==> config.mk <==
export PLATFORM = sky130hd
export DESIGN_NAME = gcd_unit_param
export DESIGN_NICKNAME = d
export VERILOG_FILES = /design/src/rtl/gcd_unit_param.sv
export SDC_FILE = /design/constraint.sdc
export NUM_CORES = 1
export LEC_CHECK = 0
export CAP_MARGIN = 25
export CORE_UTILIZATION = 60
export DETAILED_ROUTE_END_ITERATION = 16
export HOLD_SLACK_MARGIN = 0.15
export PLACE_DENSITY_LB_ADDON = 0.12
export SETUP_SLACK_MARGIN = 0.2
export SYNTH_ARGS = -nofsm -noshare
export SYNTH_HDL_FRONTEND = slang
export SYNTH_SLANG_ARGS = --single-unit
==> constraint.sdc <==
create_clock -name clk -period 5 [get_ports clk]
set_clock_uncertainty 0.05 [all_clocks]
set_input_delay 1 -clock clk [delete_from_list [all_inputs] [get_ports clk]]
set_output_delay 1 -clock clk [all_outputs]
set_load 0.01 [all_outputs]
==> src/rtl/gcd_unit_param.sv <==
// gcd_unit_param: stream GCD engine, subtractive Euclid or binary Stein,
// with a one-entry result buffer so a new operand pair can start early.
module gcd_unit_param #(
  parameter int unsigned p_nbits = 16,
  parameter int unsigned p_algo  = 0
) (
  input  logic                   clk,
  input  logic                   rst,
  input  logic                   istream_val_i,
  output logic                   istream_rdy_o,
  input  logic [2*p_nbits-1:0]   istream_msg_i,
  output logic                   ostream_val_o,
  input  logic                   ostream_rdy_i,
  output logic [p_nbits-1:0]     ostream_msg_o
);

  localparam int unsigned KW = $clog2(p_nbits) + 1;
  localparam int unsigned HD = (p_nbits + 3) / 4;
  localparam int unsigned TW = 8 * (2 * HD + 1);

  typedef logic [p_nbits-1:0] word_t;

  typedef enum logic [1:0] {
    S_IDLE,
    S_CALC,
    S_DONE
  } state_e;

  state_e        state_q, state_d;
  word_t         a_q, a_d;
  word_t         b_q, b_d;
  word_t         res_q, res_d;
  word_t         buf_q, buf_d;
  logic [KW-1:0] k_q, k_d;
  logic          bv_q, bv_d;

  logic          st_done;
  word_t         st_res;
  word_t         st_a;
  word_t         st_b;
  logic [KW-1:0] st_k;
  logic          buf_free;

  generate
    if (p_algo == 0) begin : g_euclid
      // One subtractive Euclid step on the working pair.
      always_comb begin
        st_done = 1'b0;
        st_res  = '0;
        st_a    = a_q;
        st_b    = b_q;
        st_k    = k_q;
        if (a_q < b_q) begin
          st_a = b_q;
          st_b = a_q;
        end else if (b_q != '0) begin
          st_a = a_q - b_q;
        end else begin
          st_done = 1'b1;
          st_res  = a_q;
        end
      end
    end else begin : g_stein
      // One binary Stein step; K counts common factors of two.
      always_comb begin
        st_done = 1'b0;
        st_res  = '0;
        st_a    = a_q;
        st_b    = b_q;
        st_k    = k_q;
        if (a_q == '0) begin
          st_done = 1'b1;
          st_res  = b_q << k_q;
        end else if (b_q == '0) begin
          st_done = 1'b1;
          st_res  = a_q << k_q;
        end else if (!a_q[0] && !b_q[0]) begin
          st_a = a_q >> 1;
          st_b = b_q >> 1;
          st_k = k_q + KW'(1);
        end else if (!a_q[0]) begin
          st_a = a_q >> 1;
        end else if (!b_q[0]) begin
          st_b = b_q >> 1;
        end else if (a_q >= b_q) begin
          st_a = a_q - b_q;
        end else begin
          st_b = b_q - a_q;
        end
      end
    end
  endgenerate

  assign buf_free = !bv_q || ostream_rdy_i;

  // Next-state: operand load, stepping, and result hand-off to the buffer.
  always_comb begin
    state_d = state_q;
    a_d     = a_q;
    b_d     = b_q;
    k_d     = k_q;
    res_d   = res_q;
    buf_d   = buf_q;
    bv_d    = bv_q && !ostream_rdy_i;
    unique case (state_q)
      S_IDLE: begin
        if (istream_val_i) begin
          a_d     = istream_msg_i[2*p_nbits-1:p_nbits];
          b_d     = istream_msg_i[p_nbits-1:0];
          k_d     = '0;
          state_d = S_CALC;
        end
      end
      S_CALC: begin
        if (st_done) begin
          if (buf_free) begin
            bv_d    = 1'b1;
            buf_d   = st_res;
            state_d = S_IDLE;
          end else begin
            res_d   = st_res;
            state_d = S_DONE;
          end
        end else begin
          a_d = st_a;
          b_d = st_b;
          k_d = st_k;
        end
      end
      S_DONE: begin
        if (buf_free) begin
          bv_d    = 1'b1;
          buf_d   = res_q;
          state_d = S_IDLE;
        end
      end
      default: state_d = S_IDLE;
    endcase
  end

  // State and datapath registers with synchronous reset.
  always_ff @(posedge clk) begin
    if (rst) begin
      state_q <= S_IDLE;
      a_q     <= '0;
      b_q     <= '0;
      k_q     <= '0;
      res_q   <= '0;
      buf_q   <= '0;
      bv_q    <= 1'b0;
    end else begin
      state_q <= state_d;
      a_q     <= a_d;
      b_q     <= b_d;
      k_q     <= k_d;
      res_q   <= res_d;
      buf_q   <= buf_d;
      bv_q    <= bv_d;
    end
  end

  assign istream_rdy_o = (state_q == S_IDLE);
  assign ostream_val_o = bv_q;
  assign ostream_msg_o = buf_q;

  function automatic logic [7:0] hex_ch(input logic [3:0] n);
    return (n < 4'd10) ? 8'h30 + {4'h0, n} : 8'h57 + {4'h0, n};
  endfunction

  // ASCII "A:B" in hex while calculating, spaces otherwise.
  function automatic logic [TW-1:0] trace();
    logic [TW-1:0]   s;
    logic [4*HD-1:0] ax;
    logic [4*HD-1:0] bx;
    s  = {(2*HD+1){8'h20}};
    ax = (4*HD)'(a_q);
    bx = (4*HD)'(b_q);
    if (state_q == S_CALC) begin
      for (int i = 0; i < int'(HD); i++) begin
        s[8*(int'(HD)+1+i) +: 8] = hex_ch(ax[4*i +: 4]);
        s[8*i +: 8]              = hex_ch(bx[4*i +: 4]);
      end
      s[8*HD +: 8] = 8'h3A;
    end
    return s;
  endfunction

endmodule

# ---- Word-level counts from Yosys, hierarchy flattened
# Cells that the tools add are included.
# W data, S select, Z words.
dict set report totals {
  regBits 67
  out_inout_bits 18
  wordCells 56
}
dict set report classes {
  n_addsub 1
  n_lt_le_gt_ge 1
  eq_ne 9
  muxes 25
  bitwise 1
  n_reduce_logical 13
}
# operator count
set op_table {}
lappend op_table {{$mux W16} 12}
lappend op_table {{$pmux W16 S2} 3}
lappend op_table {{$lt A16 B16 Y1} 1}
lappend op_table {{$reduce_bool A16 Y1} 1}
lappend op_table {{$sub A16 B16 Y16} 1}
lappend op_table {{$ne A2 B2 Y1 const B} 6}
lappend op_table {{$reduce_and A4 Y1} 3}
lappend op_table {{$mux W2} 4}
lappend op_table {{$pmux W2 S3} 1}
lappend op_table {{$reduce_and A3 Y1} 2}
lappend op_table {{$mux W1} 4}
lappend op_table {{$reduce_bool A2 Y1} 2}
lappend op_table {{$ne A3 B3 Y1 const B} 1}
lappend op_table {{$eq A2 B1 Y1 const B} 1}
lappend op_table {{$eq A2 B2 Y1 const B} 1}
lappend op_table {{$logic_not A1 Y1} 2}
lappend op_table {{$logic_not A2 Y1} 1}
lappend op_table {{$pmux W1 S2} 1}
lappend op_table {{$logic_and A1 B1 Y1} 1}
lappend op_table {{$logic_or A1 B1 Y1} 1}
lappend op_table {{$not A1 Y1} 1}

# ---- Depth between registers and ports, before layout
# Gate-level depths: netlist of the first run.
dict set report logic_depth {
  depth_word 6
  mapped_depth 13
}

# ---- Worst setup path after synthesis of the first run
# No wires, ideal clock.
dict set report synth_path {
  kind {reg-to-reg}
  from {register a_q[0]}
  to {register res_q[10]}
  arrival_ps 2933
  t_required_ps 4822
  slack_ps 1889
  path_stages_with_launch 13
  period_less_slack_ps 3111
  path_cell_list {dfxtp_1 > inv_1 > ha_1 > fa_1 > nand2b_1 > a211o_1 > a211oi_2 > o311ai_4 > a21o_4 > nor3_4 > buf_6 > mux2i_1 > nor2_1}
}
dict set report synth_via {
  elab_chain_len 3
  elab_cells_between_ends 4
  classes_between {order compare (1); mux (2); reduce/logical (1)}
}
# item line
set synth_lines {}
lappend synth_lines {{start: declaration} 30} ;# word_t a_q, a_d;
lappend synth_lines {{start signal: assignment} 145} ;# a_q <= '0;
lappend synth_lines {{start signal: assignment} 153} ;# a_q <= a_d;
lappend synth_lines {{$lt A16 B16 Y1 *} 53} ;# if (a_q < b_q) begin
lappend synth_lines {{$mux W1} 53}
lappend synth_lines {{$reduce_and A3 Y1 (no line)} n/a}
lappend synth_lines {{end signal: assignment} 156} ;# res_q <= res_d;
lappend synth_lines {{end: declaration} 32} ;# word_t res_q, res_d;
# Mark *: on every way between the ends. The rest lies on a longest branch, timed or not.
# A chain may end at the register's enable or synchronous reset.

# ---- Worst setup path in the final report of the first run
dict set report layout_path {
  from {register a_q[0]}
  to {register res_q[11]}
}
# The elaborated chain is that of the path after synthesis.

==> out/metrics.json, run 1 <==
{
  "layout-drive-gt1-share_pct": 7.03,
  "reg2reg_depth": 11,
  "cp-endpoint": "res_q[11]$_SDFFE_PP0P_",
  "cts_buffers": 9,
  "floorplan.core_area_um2": 6350,
  "library_cell_with_the_highest_instance_count_after_synthesis": "sky130_fd_sc_hd__nor2_1",
  "final_antenna_net_count": 0,
  "yosys_warnings": 0,
  "timing.slew.headroom_pct": 36.2,
  "die_x_um": 83.3,
  "finalWirelength_um": 10100,
  "die-height_um": 83.3,
  "dpl.cell_count": 573,
  "worst-r2r-setup-slack_ns": 1.32,
  "global_route_wire_length_before_repair_um": 16700,
  "synth.cell_area_um2": 3970,
  "post_cts_resized": 0,
  "p_leak_uw": 0.00173,
  "htree_num_levels": 3,
  "met2_use_gr_pct": 48.6,
  "post-route-drc-count": 0,
  "finalSetupTns_ns": 0,
  "synth_seq_area_share_pct": 33.8,
  "top_usage_layer": "met2",
  "max-cap-violations": 0,
  "antenna-diode-count": 0,
  "max_clock_freq_mhz": 272,
  "synth-seq-cells": 67,
  "dieArea_um2": 6940,
  "timing.critical_path.fanout_max": 16,
  "grt_setup_unrepaired": "no",
  "asyncSetResetFlopFracSynth_pct": 0,
  "crit_required_ns": 5.15,
  "area_growth_syn_to_layout_pct": 17.5,
  "cp-startpoint": "a_q[0]$_SDFFE_PP0P_",
  "clock_pin_slew_of_the_registers_on_the_worst_case_setup_and_hold_paths_ns": 0.08,
  "ys_top_cells_by_area": "sky130_fd_sc_hd__dfxtp_1 34%, sky130_fd_sc_hd__mux2i_1 8.6%, sky130_fd_sc_hd__nor2_1 6.7%",
  "timing_worst_setup_path_type": "reg2reg",
  "design.final.nets": 563,
  "floorplan.initialDensity_pct": 62.5,
  "hold_violations": 0,
  "post_cts.repair.setup_buffers": 0,
  "syn_nets": 524,
  "timing.critical_path.from_type": "flop",
  "ys_dominant_reg_cell": "sky130_fd_sc_hd__dfxtp_1",
  "cts_num_sinks": 67,
  "drt_pre_antenna_iters": 5,
  "clock-root-buffer": "sky130_fd_sc_hd__clkbuf_8",
  "synth.top_cell.area_share_pct": 33.8,
  "grt_antenna_before_repair": 0,
  "finalCriticalPeriod_ns": 3.68,
  "number_of_input_and_output_port_buffers_inserted": 53,
  "synth_area_leader_cell": "sky130_fd_sc_hd__dfxtp_1",
  "dr_wl_cell_um": 17.2,
  "iteration_0_drc_markers": 273,
  "synthCells": 468,
  "timing.critical_path.to_type": "flop",
  "worst-slew-pin-transition_ns": 0.954,
  "whs_ns": 0.451,
  "power-per-cell-area_nw_per_um2": 398,
  "clk_latency_ns": 0.35,
  "gr-total-overflow": 0,
  "finalSetupViolations": 0,
  "routabilityCongestion": 0.894,
  "ctsLongestPathBuffers": 2,
  "vias": 3759,
  "met1_usage_pct": 39.7,
  "final_standard_cell_count_with_taps_included_and_fillers_excluded": 589,
  "grt_start_max_net_pins": 67,
  "min_path_type": "reg2reg",
  "post-dp-hpwl_um": 7090,
  "grt_pass1_vias": 3479,
  "vdd_drop_max_mv": 0.231,
  "post_cts_hold_buffer_count": 0,
  "std_cell_rows": 29,
  "worst-endpoint-arrival_ns": 3.83,
  "vias_per_cell": 6.38,
  "ios": 54,
  "outcome": "finished clean",
  "crit-reg2reg-capture": "res_q[11]$_SDFFE_PP0P_",
  "final_min_period_over_clock_period_pct": 73.6,
  "cts_tree": "done",
  "drv_slew": 0,
  "fin_util_pct": 73.4,
  "post_synthesis_cell_type_count": 61,
  "grtUsageMet3_pct": 6.46,
  "grt_usage_pct": 29.9,
  "number_of_enable_flip_flop_cells_after_synthesis": 0,
  "worstReg2RegStart": "a_q[0]$_SDFFE_PP0P_",
  "synth.cells.most_frequent": "71 x sky130_fd_sc_hd__nor2_1, 67 x sky130_fd_sc_hd__dfxtp_1, 37 x sky130_fd_sc_hd__a21oi_1",
  "synthesis.area_per_instance_um2": 8.48
}
-- power by group --
group | total [uW] | switching [uW] | internal (uW)
combinational | 745 | 428 | 316
sequential | 655 | 65.2 | 590
clock | 456 | 226 | 229
-- layout by cell type (no fill, tap or decap), types with 4 or more instances in the layout --
cell	instances
sky130_fd_sc_hd__a21oi_1	37
sky130_fd_sc_hd__a22oi_1	18
sky130_fd_sc_hd__a211o_1	8
sky130_fd_sc_hd__nor3_1	12
sky130_fd_sc_hd__inv_1	24
sky130_fd_sc_hd__buf_4	4
sky130_fd_sc_hd__a211oi_1	19
sky130_fd_sc_hd__clkinv_2	4
sky130_fd_sc_hd__dfxtp_1	67
sky130_fd_sc_hd__nand2b_1	4
sky130_fd_sc_hd__clkbuf_8	9
sky130_fd_sc_hd__nor4_1	4
sky130_fd_sc_hd__nand2_1	19
sky130_fd_sc_hd__mux2i_1	34
sky130_fd_sc_hd__nor2_1	71
sky130_fd_sc_hd__o41ai_1	4
sky130_fd_sc_hd__nand3_1	8
sky130_fd_sc_hd__xnor2_1	7
sky130_fd_sc_hd__o21ai_0	11
sky130_fd_sc_hd__a221oi_1	17
sky130_fd_sc_hd__ha_1	18
sky130_fd_sc_hd__nor2b_1	5
sky130_fd_sc_hd__clkdlybuf4s50_1	52
-- stage by stage --
step	total power, uW	setup WS, ns	instance area [um2]
after floorplan	1200	1.89	3970
after global placement	1370	1.49	4470
after detailed placement	1390	1.37	4470
after CTS	1840	1.34	4660
after global routing	1960	1.12	4660
final	1860	1.32	4660
-- routing by layer --
| layer | routed length [um] | up-vias |
|---|---|---|
| li1 | - | 1810 |
| met1 | 4490 | 1786 |
| met2 | 4800 | 146 |
| met3 | 706 | 17 |
| met4 | 144 | 0 |
| met5 | 0 | - |
-- flip-flops by register name, summed over array words and instances (netlist names) --
name / cells
b_q: 16
a_q: 16
res_q: 16
state_q: 2
ostream_val_o: 1
ostream_msg_o: 16
-- worst min path at each step --
| stage | end | cells past startpoint | startpoint | slack, ns |
|---|---|---|---|---|
| after floorplan | res_q[0]$_SDFFE_PP0P_ | 2 | res_q[0]$_SDFFE_PP0P_ | 0.41 |
| after global placement | res_q[5]$_SDFFE_PP0P_ | 2 | res_q[5]$_SDFFE_PP0P_ | 0.42 |
| after detailed placement | res_q[3]$_SDFFE_PP0P_ | 2 | res_q[3]$_SDFFE_PP0P_ | 0.43 |
| after CTS | res_q[3]$_SDFFE_PP0P_ | 2 | res_q[3]$_SDFFE_PP0P_ | 0.45 |
| after global routing | res_q[1]$_SDFFE_PP0P_ | 2 | res_q[1]$_SDFFE_PP0P_ | 0.49 |
| final | res_q[1]$_SDFFE_PP0P_ | 2 | res_q[1]$_SDFFE_PP0P_ | 0.45 |
-- layout make-up --
class	instances	area, um2
clock inverters	7	67.6
well taps	77	96.3
clock buffers	9	124
flip-flops and latches	67	1340
fillers	526	1690
repair buffers	57	556
inverters	26	97.6
multi-input cells	346	2380
-- kinds of logic after synthesis --
logic type,after synthesis,share of synthesized area [%]
AOI/OAI and AO/OA,143,26.3
and+or+nand+nor,139,16.4
DFF,67,33.8
buffers and inverters,55,6.25
muxes,34,8.58
adders and majority gates,20,6.50
xor gates and xnor gates,10,2.21
-- critical path: stages, from the launching register on --
cell and delay (ns):
sky130_fd_sc_hd__dfxtp_1 0.39, sky130_fd_sc_hd__inv_1 0.09, sky130_fd_sc_hd__ha_1 0.23, sky130_fd_sc_hd__fa_1 0.38, sky130_fd_sc_hd__nand2b_1 0.19, sky130_fd_sc_hd__a211o_1 0.31, sky130_fd_sc_hd__a211oi_2 0.33, sky130_fd_sc_hd__o311ai_4 0.19
sky130_fd_sc_hd__a21o_4 0.29, sky130_fd_sc_hd__nor3_4 0.73, sky130_fd_sc_hd__mux2i_1 0.28, sky130_fd_sc_hd__nor2_1 0.06
Note: power is estimated with default switching activity, not from simulation.
==> inputs of run 2 (changes only) <==
Settings changed: CORE_UTILIZATION 60 to 50.
Clock period 5 ns to 3.3 ns, I/O delays scaled along.
==> run 2 against run 1 <==
Against the previous run: sequential cell count unchanged; critical path type unchanged; critical endpoint is now res_q[5]$_SDFFE_PP0P_; largest cell class unchanged; wire length grew 4.6%; cell count rose by 7.5%.
==> out/metrics.json, run 2 (synthesized netlist as in run 1, its figures left out) <==
{
  "outcome": "finished clean",
  "worst_hold_path.endpoint": "res_q[12]$_SDFFE_PP0P_",
  "critical_path.max_stage_delay_ns": 0.36,
  "final_antenna_net_count": 0,
  "crit_required_ns": 3.46,
  "dpl_cell_area_um2": 4630,
  "floorplan.initialDensity_pct": 51.6,
  "std_cell_rows": 32,
  "routabilityCongestion": 0.890,
  "final_min_period_over_clock_period_pct": 93.2,
  "layout-drive-gt1-share_pct": 12.2,
  "pwr-share-comb_pct": 39.6,
  "dieArea_um2": 8290,
  "seqCellArea_um2": 1340,
  "grt_start_max_net_pins": 52,
  "worst-slew-pin-transition_ns": 0.752,
  "max-cap-violations": 0,
  "dr_wl_cell_um": 16.8,
  "number_of_input_and_output_port_buffers_inserted": 53,
  "reg2reg_depth": 12,
  "grt_usage_pct": 25.5,
  "cts_tree": "done",
  "vias": 3749,
  "timing.critical_path.to_type": "flop",
  "design.final.nets": 582,
  "cts_buffers": 9,
  "holdCritStartpoint": "res_q[12]$_SDFFE_PP0P_",
  "finalWorstSetupSlack_ns": 0.225,
  "grt_pass1_vias": 3540,
  "finalSetupViolations": 0,
  "cts_num_sinks": 67,
  "clock-root-buffer": "sky130_fd_sc_hd__clkbuf_8",
  "fin_area_um2": 5020,
  "internal_power_uw": 1960,
  "floorplan.core_area_um2": 7690,
  "die-height_um": 91.1,
  "finalCriticalPeriod_ns": 3.08,
  "global_route_wire_length_before_repair_um": 16900,
  "cpMaxStageDelayCell": "sky130_fd_sc_hd__dfxtp_2",
  "die_x_um": 91.1,
  "worstReg2RegStart": "a_q[0]$_SDFFE_PP0P_",
  "grt_setup_unrepaired": "yes",
  "swShare_pct": 36.1,
  "max_clock_freq_mhz": 325,
  "antenna-diode-count": 0,
  "timing.slew.headroom_pct": 49.9,
  "post-route-drc-count": 0,
  "p_clk_share_pct": 28.3,
  "power.share.sequential_pct": 32.1,
  "fillerInstances": 661,
  "clock_pin_slew_of_the_registers_on_the_worst_case_setup_and_hold_paths_ns": 0.08,
  "total_switching_power_uw": 1110,
  "vdd_drop_max_mv": 0.335,
  "timing_worst_setup_path_type": "reg2reg",
  "post-dp-hpwl_um": 7440,
  "worst-endpoint-arrival_ns": 3.23,
  "ios": 54,
  "ctsLongestPathBuffers": 2,
  "finalWirelength_um": 10600,
  "iteration_0_drc_markers": 200,
  "power-per-cell-area_nw_per_um2": 610,
  "place_worst_setup_slack_ns": 0.107,
  "hold_depth": 2,
  "whs_ns": 0.451,
  "layout.cells.most_common": "sky130_fd_sc_hd__nor2_1",
  "drt_pre_antenna_iters": 5,
  "gr-total-overflow": 0,
  "path_cells": "inv_2 -> ha_4 -> fa_2 -> nand2b_4 -> a211o_1 -> a211oi_4 -> o311ai_4 -> a21o_4 -> nor3_4 -> buf_12 -> mux2i_1 -> nor2_1",
  "crit-reg2reg-capture": "res_q[5]$_SDFFE_PP0P_",
  "finalSetupTns_ns": 0,
  "hold_violations": 0,
  "grt_antenna_before_repair": 0,
  "area_growth_syn_to_layout_pct": 26.7,
  "layout.cells.most_common_list": "71 x sky130_fd_sc_hd__nor2_1, 66 x sky130_fd_sc_hd__dfxtp_1, 52 x sky130_fd_sc_hd__clkdlybuf4s50_1",
  "timing.critical_path.fanout_max": 14,
  "clk_latency_ns": 0.36,
  "worst-r2r-setup-slack_ns": 0.22,
  "timing.critical_path.from_type": "flop",
  "htree_num_levels": 3,
  "vias_per_cell": 5.92,
  "total_area_of_multi_input_combinational_cells_um2": 2470,
  "min_path_type": "reg2reg",
  "drv_slew": 0,
  "p_leak_uw": 0.00186
}
## run 2: cell types whose count changed in the layout (fill, tap and decap cells not counted), sizes merged
cell | previous run | this run
nand3 | 9 | 10
clkinv | 7 | 5
bufinv | 1 | 3
clkbuf | 9 | 11
buf | 5 | 22
inv | 25 | 24
## run 2: cell type report
type | instances | area share [%]
multi-input cells | 347 | 49.2
flip-flops and latches | 67 | 26.7
repair buffers | 75 | 14.7
clock buffers | 10 | 2.74
well taps | 102 | 2.54
clock inverters | 6 | 2.24
inverters | 26 | 1.94
## run 2: repair_timing
item                       in CTS  in global routing
gates cloned                    0                  2
setup endpoints to repair      32                 46
pin swaps                       2                 14
gates resized for setup         3                 10
buffers inserted                2                  2
hold buffers                    0                  0
## run 2: critical path, delay by kind of cell (launching register included)
family / cells / cell delay, ns
DFF: 1 / 0.36
adders and majority gates: 2 / 0.49
AOI/OAI and AO/OA: 4 / 1.10
and+or+nand+nor: 3 / 0.41
buffers and inverters: 2 / 0.26
muxes: 1 / 0.26
## run 2: worst max-delay path by stage
stage | start | endpoint | slack, ns | depth (start not counted)
CTS | a_q[0]$_SDFFE_PP0P_ | ostream_msg_o[15]$_SDFFE_PP0P_ | 0.19 | 11
detailed placement | a_q[0]$_SDFFE_PP0P_ | a_q[3]$_SDFFE_PP0P_ | 0.11 | 11
global route | a_q[0]$_SDFFE_PP0P_ | res_q[5]$_SDFFE_PP0P_ | 0.11 | 12
global placement | a_q[0]$_SDFFE_PP0P_ | ostream_msg_o[0]$_SDFFE_PP0P_ | 0.20 | 11
floorplan | a_q[0]$_SDFFE_PP0P_ | res_q[10]$_SDFFE_PP0P_ | 0.22 | 12
finish | a_q[0]$_SDFFE_PP0P_ | res_q[5]$_SDFFE_PP0P_ | 0.22 | 12
## run 2: power by group through the flow
stage | registers [uW] | logic [uW] | clock network [uW]
5_1_grt | 996 | 1330 | 914
3_3_place_gp | 997 | 1140 | 0
3_5_place_dp | 1000 | 1160 | 0
6_report | 984 | 1210 | 865
2_1_floorplan | 984 | 858 | 0
4_1_cts | 982 | 1180 | 875
## run 2: metrics by stage
| step | power [uW] | util, % | cells |
|---|---|---|---|
| floorplan | 1840 | - | 468 |
| global placement | 2140 | 60.3 | 611 |
| detailed placement | 2160 | 60.3 | 611 |
| CTS | 3040 | 64.1 | 629 |
| global route | 3240 | 65.4 | 633 |
| finish | 3060 | 65.4 | 633 |
## run 2: routing by layer
layer  vias to the layer above  track usage, %  part of all wire, %
li1                       1843               -                    -
met1                      1785            33.0                   45
met2                       107            43.3                   48
met3                        14            4.44                  5.6
met4                         0            7.67                  1.6
met5                         -               0                    0
==> inputs of run 3 (changes only) <==
Settings changed: CAP_MARGIN 25 to 40, CTS_CLUSTER_DIAMETER from default to 80, GPL_ROUTABILITY_DRIVEN from default to 1.
==> results of run 3 <==
Same layout as run 2: the final DEF is identical, and so are final timing and power.
==> patch 1: new RTL, settings of run 3 <==
Take the reset off `k_q` and load it in a clocked block of its own.
--- a/src/rtl/gcd_unit_param.sv
+++ b/src/rtl/gcd_unit_param.sv
@@ -144,7 +144,6 @@
       state_q <= S_IDLE;
       a_q     <= '0;
       b_q     <= '0;
-      k_q     <= '0;
       res_q   <= '0;
       buf_q   <= '0;
       bv_q    <= 1'b0;
@@ -152,11 +151,14 @@
       state_q <= state_d;
       a_q     <= a_d;
       b_q     <= b_d;
-      k_q     <= k_d;
       res_q   <= res_d;
       buf_q   <= buf_d;
       bv_q    <= bv_d;
     end
+  end
+
+  always_ff @(posedge clk) begin
+    k_q <= k_d;
   end
 
   assign istream_rdy_o = (state_q == S_IDLE);
Check against the original RTL: equivalent (equiv_simple and equiv_induct, registers matched by name and starting in step).
==> patch 1 against run 3 <==
  * Global-route usage increased by 1.8 points
  * Highest routed layer unchanged
  * Final area increased by 1.7%
  * Area after synthesis increased by 2.7%
  * Sequential power decreased by 3.4%
  * Sequential cell count unchanged
  * Setup slack improved by 140 ps
  * Final cell count increased by 0.79%
  * Wire length increased by 4.3%
  * Critical path depth unchanged
  * Hold slack improved by 1.5 ps
  * Power decreased by 1.7%
  * Largest cell class unchanged
  * Die area increased by 2.6%
  * Synthesized cell count decreased by 1.9%
==> patch 1: results (changes against run 3) <==
Hold Startpoint: res_q[1]
post-synth net total: 515 (-1.7%)
multi-input logic cell count: 329 (-5.2%)
worst reg2reg endpoint: a_q[13]
vias in the first global route: 3476 (-1.8%)
buffer share of cell area: 16.1% (+1.5 points)
buffers outside the clock class: 87 (+16%)
fill cell total of the finished layout: 673 (+1.8%)
met2 routed WL: 5.00 mm (-1.8%)
Tot GR Track Use: 27.4% (+1.8 points)
Compound-Gate Fraction of Synth Area: 30.2% (+4.0 points)
Clock Network Area Fraction: 3.57% (-1.4 points)
WP data arrival: 3130 ps (-100 ps)
Hold Path End: res_q[1]
metal3 WL: 720 µm (+21%)
GR Util met1: 38.7% (+5.7 points)
post-synthesis sequential area ratio: 32.9% (-0.88 points)
outcome: completed
first-pass GRT wire length: 17.9 mm (+5.7%)
most frequent cells after synthesis: 67 x dfxtp_1, 54 x nor2_1, 47 x a21oi_1
WHS: 452 ps (+1.48 ps)
largest net degree at the start of global routing: 48 (-7.7%)
Max stage delay on crit path: 410 ps (+50 ps)
combined area of the multi-input logic cells: 2490 µm² (+0.86%)
Tightest Pin Transition: 888 ps (+136 ps)
storage element area: 1340 µm² (about the same)
Worst VDD drop: 0.304 mV (-9.4%)
Synth area leaders: dfxtp_1 33%, mux2i_1 8.4%, ha_1 5.8%, a21oi_1 5.8%, nor2_1 5.0%
final-stage net count: 588 (+1.0%)
met2 Resource Use GR: 41.7% (-1.6 points)
critical path fanouts, max: 6 (-8)
1st-iter DRT viols: 291 (+46%)
layout cells sized above 1: 18.8% (+6.6 points)
CTS resizes: 1 (-2)
CP max-delay cell: fa_1
grt met3 use: 4.31% (-0.13 points)
WL final: 11.1 mm (+4.3%)
# Post-CTS Setup Buffers: 5 (+3)
inverters: 38 (+46%)
# port buffers: 53 (unchanged)
post-synthesis adder-cell area fraction: 6.33% (-0.17 points)
Wirelength per Cell: 17.4 µm (+3.5%)
mux cell area share after synthesis: 8.36% (-0.22 points)
==> patch 1: changes by cell type after synthesis, moves of 8 or more <==
| cell | delta |
|---|---|
| nor3_1 | -8 |
| a221oi_1 | -13 |
| a21oi_1 | +10 |
| a211oi_2 | +13 |
| a22oi_1 | -16 |
| o221a_2 | +15 |
| a211oi_1 | -13 |
| nor2_1 | -17 |
| inv_1 | +13 |
==> patch 1: per-stage QoR <==
| stage | total power [µW] | instance area [µm²] |
|---|---|---|
| after floorplan | 1900 | 4070 |
| after global placement | 2210 | 4770 |
| after detailed placement | 2250 | 4790 |
| after CTS | 2950 | 5020 |
| after global routing | 3200 | 5110 |
| final | 3010 | 5110 |
==> patch 1: worst max path at each step <==
stage / to / slack (ps)
after floorplan: res_q[10] / 450
final: a_q[13] / 360
after global placement: b_q[7] / 270
after global routing: a_q[13] / 210
after detailed placement: a_q[1] / 160
after CTS: res_q[15] / 210
==> patch 1: power breakdown <==
part           internal, µW  total [µW]  switching [µW]
registers               877         951            74.7
clock network           342         666             323
logic                   598        1390             794
==> patch 2: new RTL, flow settings as in run 3 <==
Without the edit above. `p_nbits`: 16 -> 8.
--- a/src/rtl/gcd_unit_param.sv
+++ b/src/rtl/gcd_unit_param.sv
@@ -1,7 +1,7 @@
 // gcd_unit_param: stream GCD engine, subtractive Euclid or binary Stein,
 // with a one-entry result buffer so a new operand pair can start early.
 module gcd_unit_param #(
-  parameter int unsigned p_nbits = 16,
+  parameter int unsigned p_nbits = 8,
   parameter int unsigned p_algo  = 0
 ) (
   input  logic                   clk,
Ports: changed (resized istream_msg_i and ostream_msg_o); port bits go from 54 to 30. No check against the original RTL was run, so the function may have changed too.
==> patch 2 against run 3 <==
  * Hold slack worse by 49 ps
  * Power shrank 51%
  * Sequential cell count shrank 32
  * Count of clock-buffer cells in the layout shrank 4
  * Final area fell by 51%
  * Wire length decreased by 55%
  * Non-clock buffer count shrank 44
  * Area after synthesis down 48%
  * Final cell count is 49% lower
  * Setup slack gained 200 ps
  * Critical path type unchanged
  * Largest cell class unchanged
==> patch 2: results (changes against run 3) <==
Syn Inst Count: 248 (-47%)
# port buffers: 29 (-45%)
Hold Startpoint: res_q[3]
DRT Pass-1 Iters: 4 (-1)
# Post-CTS Setup Buffers: 0 (-2)
1st-iter DRT viols: 179 (-11%)
worst reg2reg endpoint: a_q[0]
synth unique cells: 47 (-23%)
outcome: completed
post-synth net total: 280 (-47%)
worst r2r path cells: 9 (-3)
H-tree depth: 2 (-1)
NetSw: 585 µW (-47%)
Synth area leaders: dfxtp_1 34%, ha_1 6.7%, a211oi_1 5.8%, nand2_1 5.1%, nor2_1 4.9%
CTS resizes: 0 (-3)
final cell count without fillers: 321 (-49%)
routability cong.: 0.853 (-4.2%)
WL final: 4.79 mm (-55%)
post-synthesis sequential area ratio: 34.1% (+0.27 points)
WP data arrival: 3020 ps (-210 ps)
R2R Setup Slk: 420 ps (+200 ps)
Vias: 1873 (-50%)
Leak Pwr: 0.000896 µW (-52%)
Tot GR Track Use: 24.7% (-0.84 points)
first-pass GRT wire length: 8.18 mm (-52%)
Clock Latency Late Sink: 290 ps (-70 ps)
vias in the first global route: 1799 (-49%)
largest net degree at the start of global routing: 39 (-25%)
DP Wirelength: 3.36 mm (-55%)
final-stage net count: 305 (-48%)
Hold Path End: res_q[3]
==> patch 2: cell count changes in the layout (fill, tap and decap cells not counted), sizes merged, moves of 17 or more <==
cell and change:
dfxtp -32, buf -20, a21oi -17, mux2i -26, nor2 -45, clkdlybuf4s50 -23
==> patch 2: cell type report <==
type                            instances  area (µm²)
Clock inverter                          1        5.00
Inverter                               14        52.6
Sequential cell                        35         701
Fill cell                             349        1350
Multi-Input combinational cell        186        1240
Timing Repair Buffer                   31         305
Clock buffer                            6        82.6
Tap cell                               48        60.1
==> patch 2: cells by family after synthesis <==
logic type                 Yosys count  synth area share [%]
DFF                                 35                  34.1
buffers and inverters               27                  5.60
AOI/OAI and AO/OA                   80                  28.5
adders and majority gates           12                  7.67
and+or+nand+nor                     83                  19.0
muxes                                8                  3.90
xor gates and xnor gates             3                  1.28
==> patch 2: power by group through the flow <==
stage               clock, µW  combinational [µW]  sequential, µW
floorplan                   0                 489             529
global placement            0                 636             541
detailed placement          0                 639             541
CTS                       319                 645             532
global route              337                 727             540
finish                    316                 651             532
==> patch 2: per-stage QoR <==
| stage | hold slack, ps | area [µm²] | setup WS [ps] | power [µW] | utilization [%] |
|---|---|---|---|---|---|
| 6_report | 402 | 2450 | 421 | 1500 | 64.4 |
| 5_1_grt | 427 | 2450 | 213 | 1600 | 64.4 |
| 3_3_place_gp | 389 | 2360 | 593 | 1180 | 62.1 |
| 4_1_cts | 403 | 2450 | 456 | 1500 | 64.4 |
| 3_5_place_dp | 393 | 2360 | 524 | 1180 | 62.1 |
| 2_1_floorplan | 382 | 2060 | 813 | 1020 | - |
==> patch 2: worst max-delay path by stage <==
stage           start               end  slack (ps)  depth (start not counted)
2_1_floorplan  a_q[0]  ostream_msg_o[5]         810                         10
3_3_place_gp   a_q[0]            a_q[1]         590                          9
3_5_place_dp   a_q[0]            a_q[1]         520                          9
4_1_cts        a_q[0]            a_q[0]         460                          9
5_1_grt        a_q[0]            a_q[0]         210                          9
6_report       a_q[0]            a_q[0]         420                          9
==> patch 2: layer usage <==
layer | up-vias | GRT usage (%) | wire [µm]
li1 | 955 | - | -
met1 | 863 | 33.7 | 2430
met2 | 45 | 38.4 | 2080
met5 | - | 0 | 0
met3 | 10 | 4.83 | 187
met4 | 0 | 8.78 | 87
==> patch 2: worst max-delay path, cell delays in order (launching register included) <==
cell	delay (ps)
dfxtp_1	390
inv_1	90
ha_1	220
fa_1	390
nand2b_1	220
a211o_1	320
a21oi_1	340
a21o_2	400
a21oi_1	80
a221oi_1	300
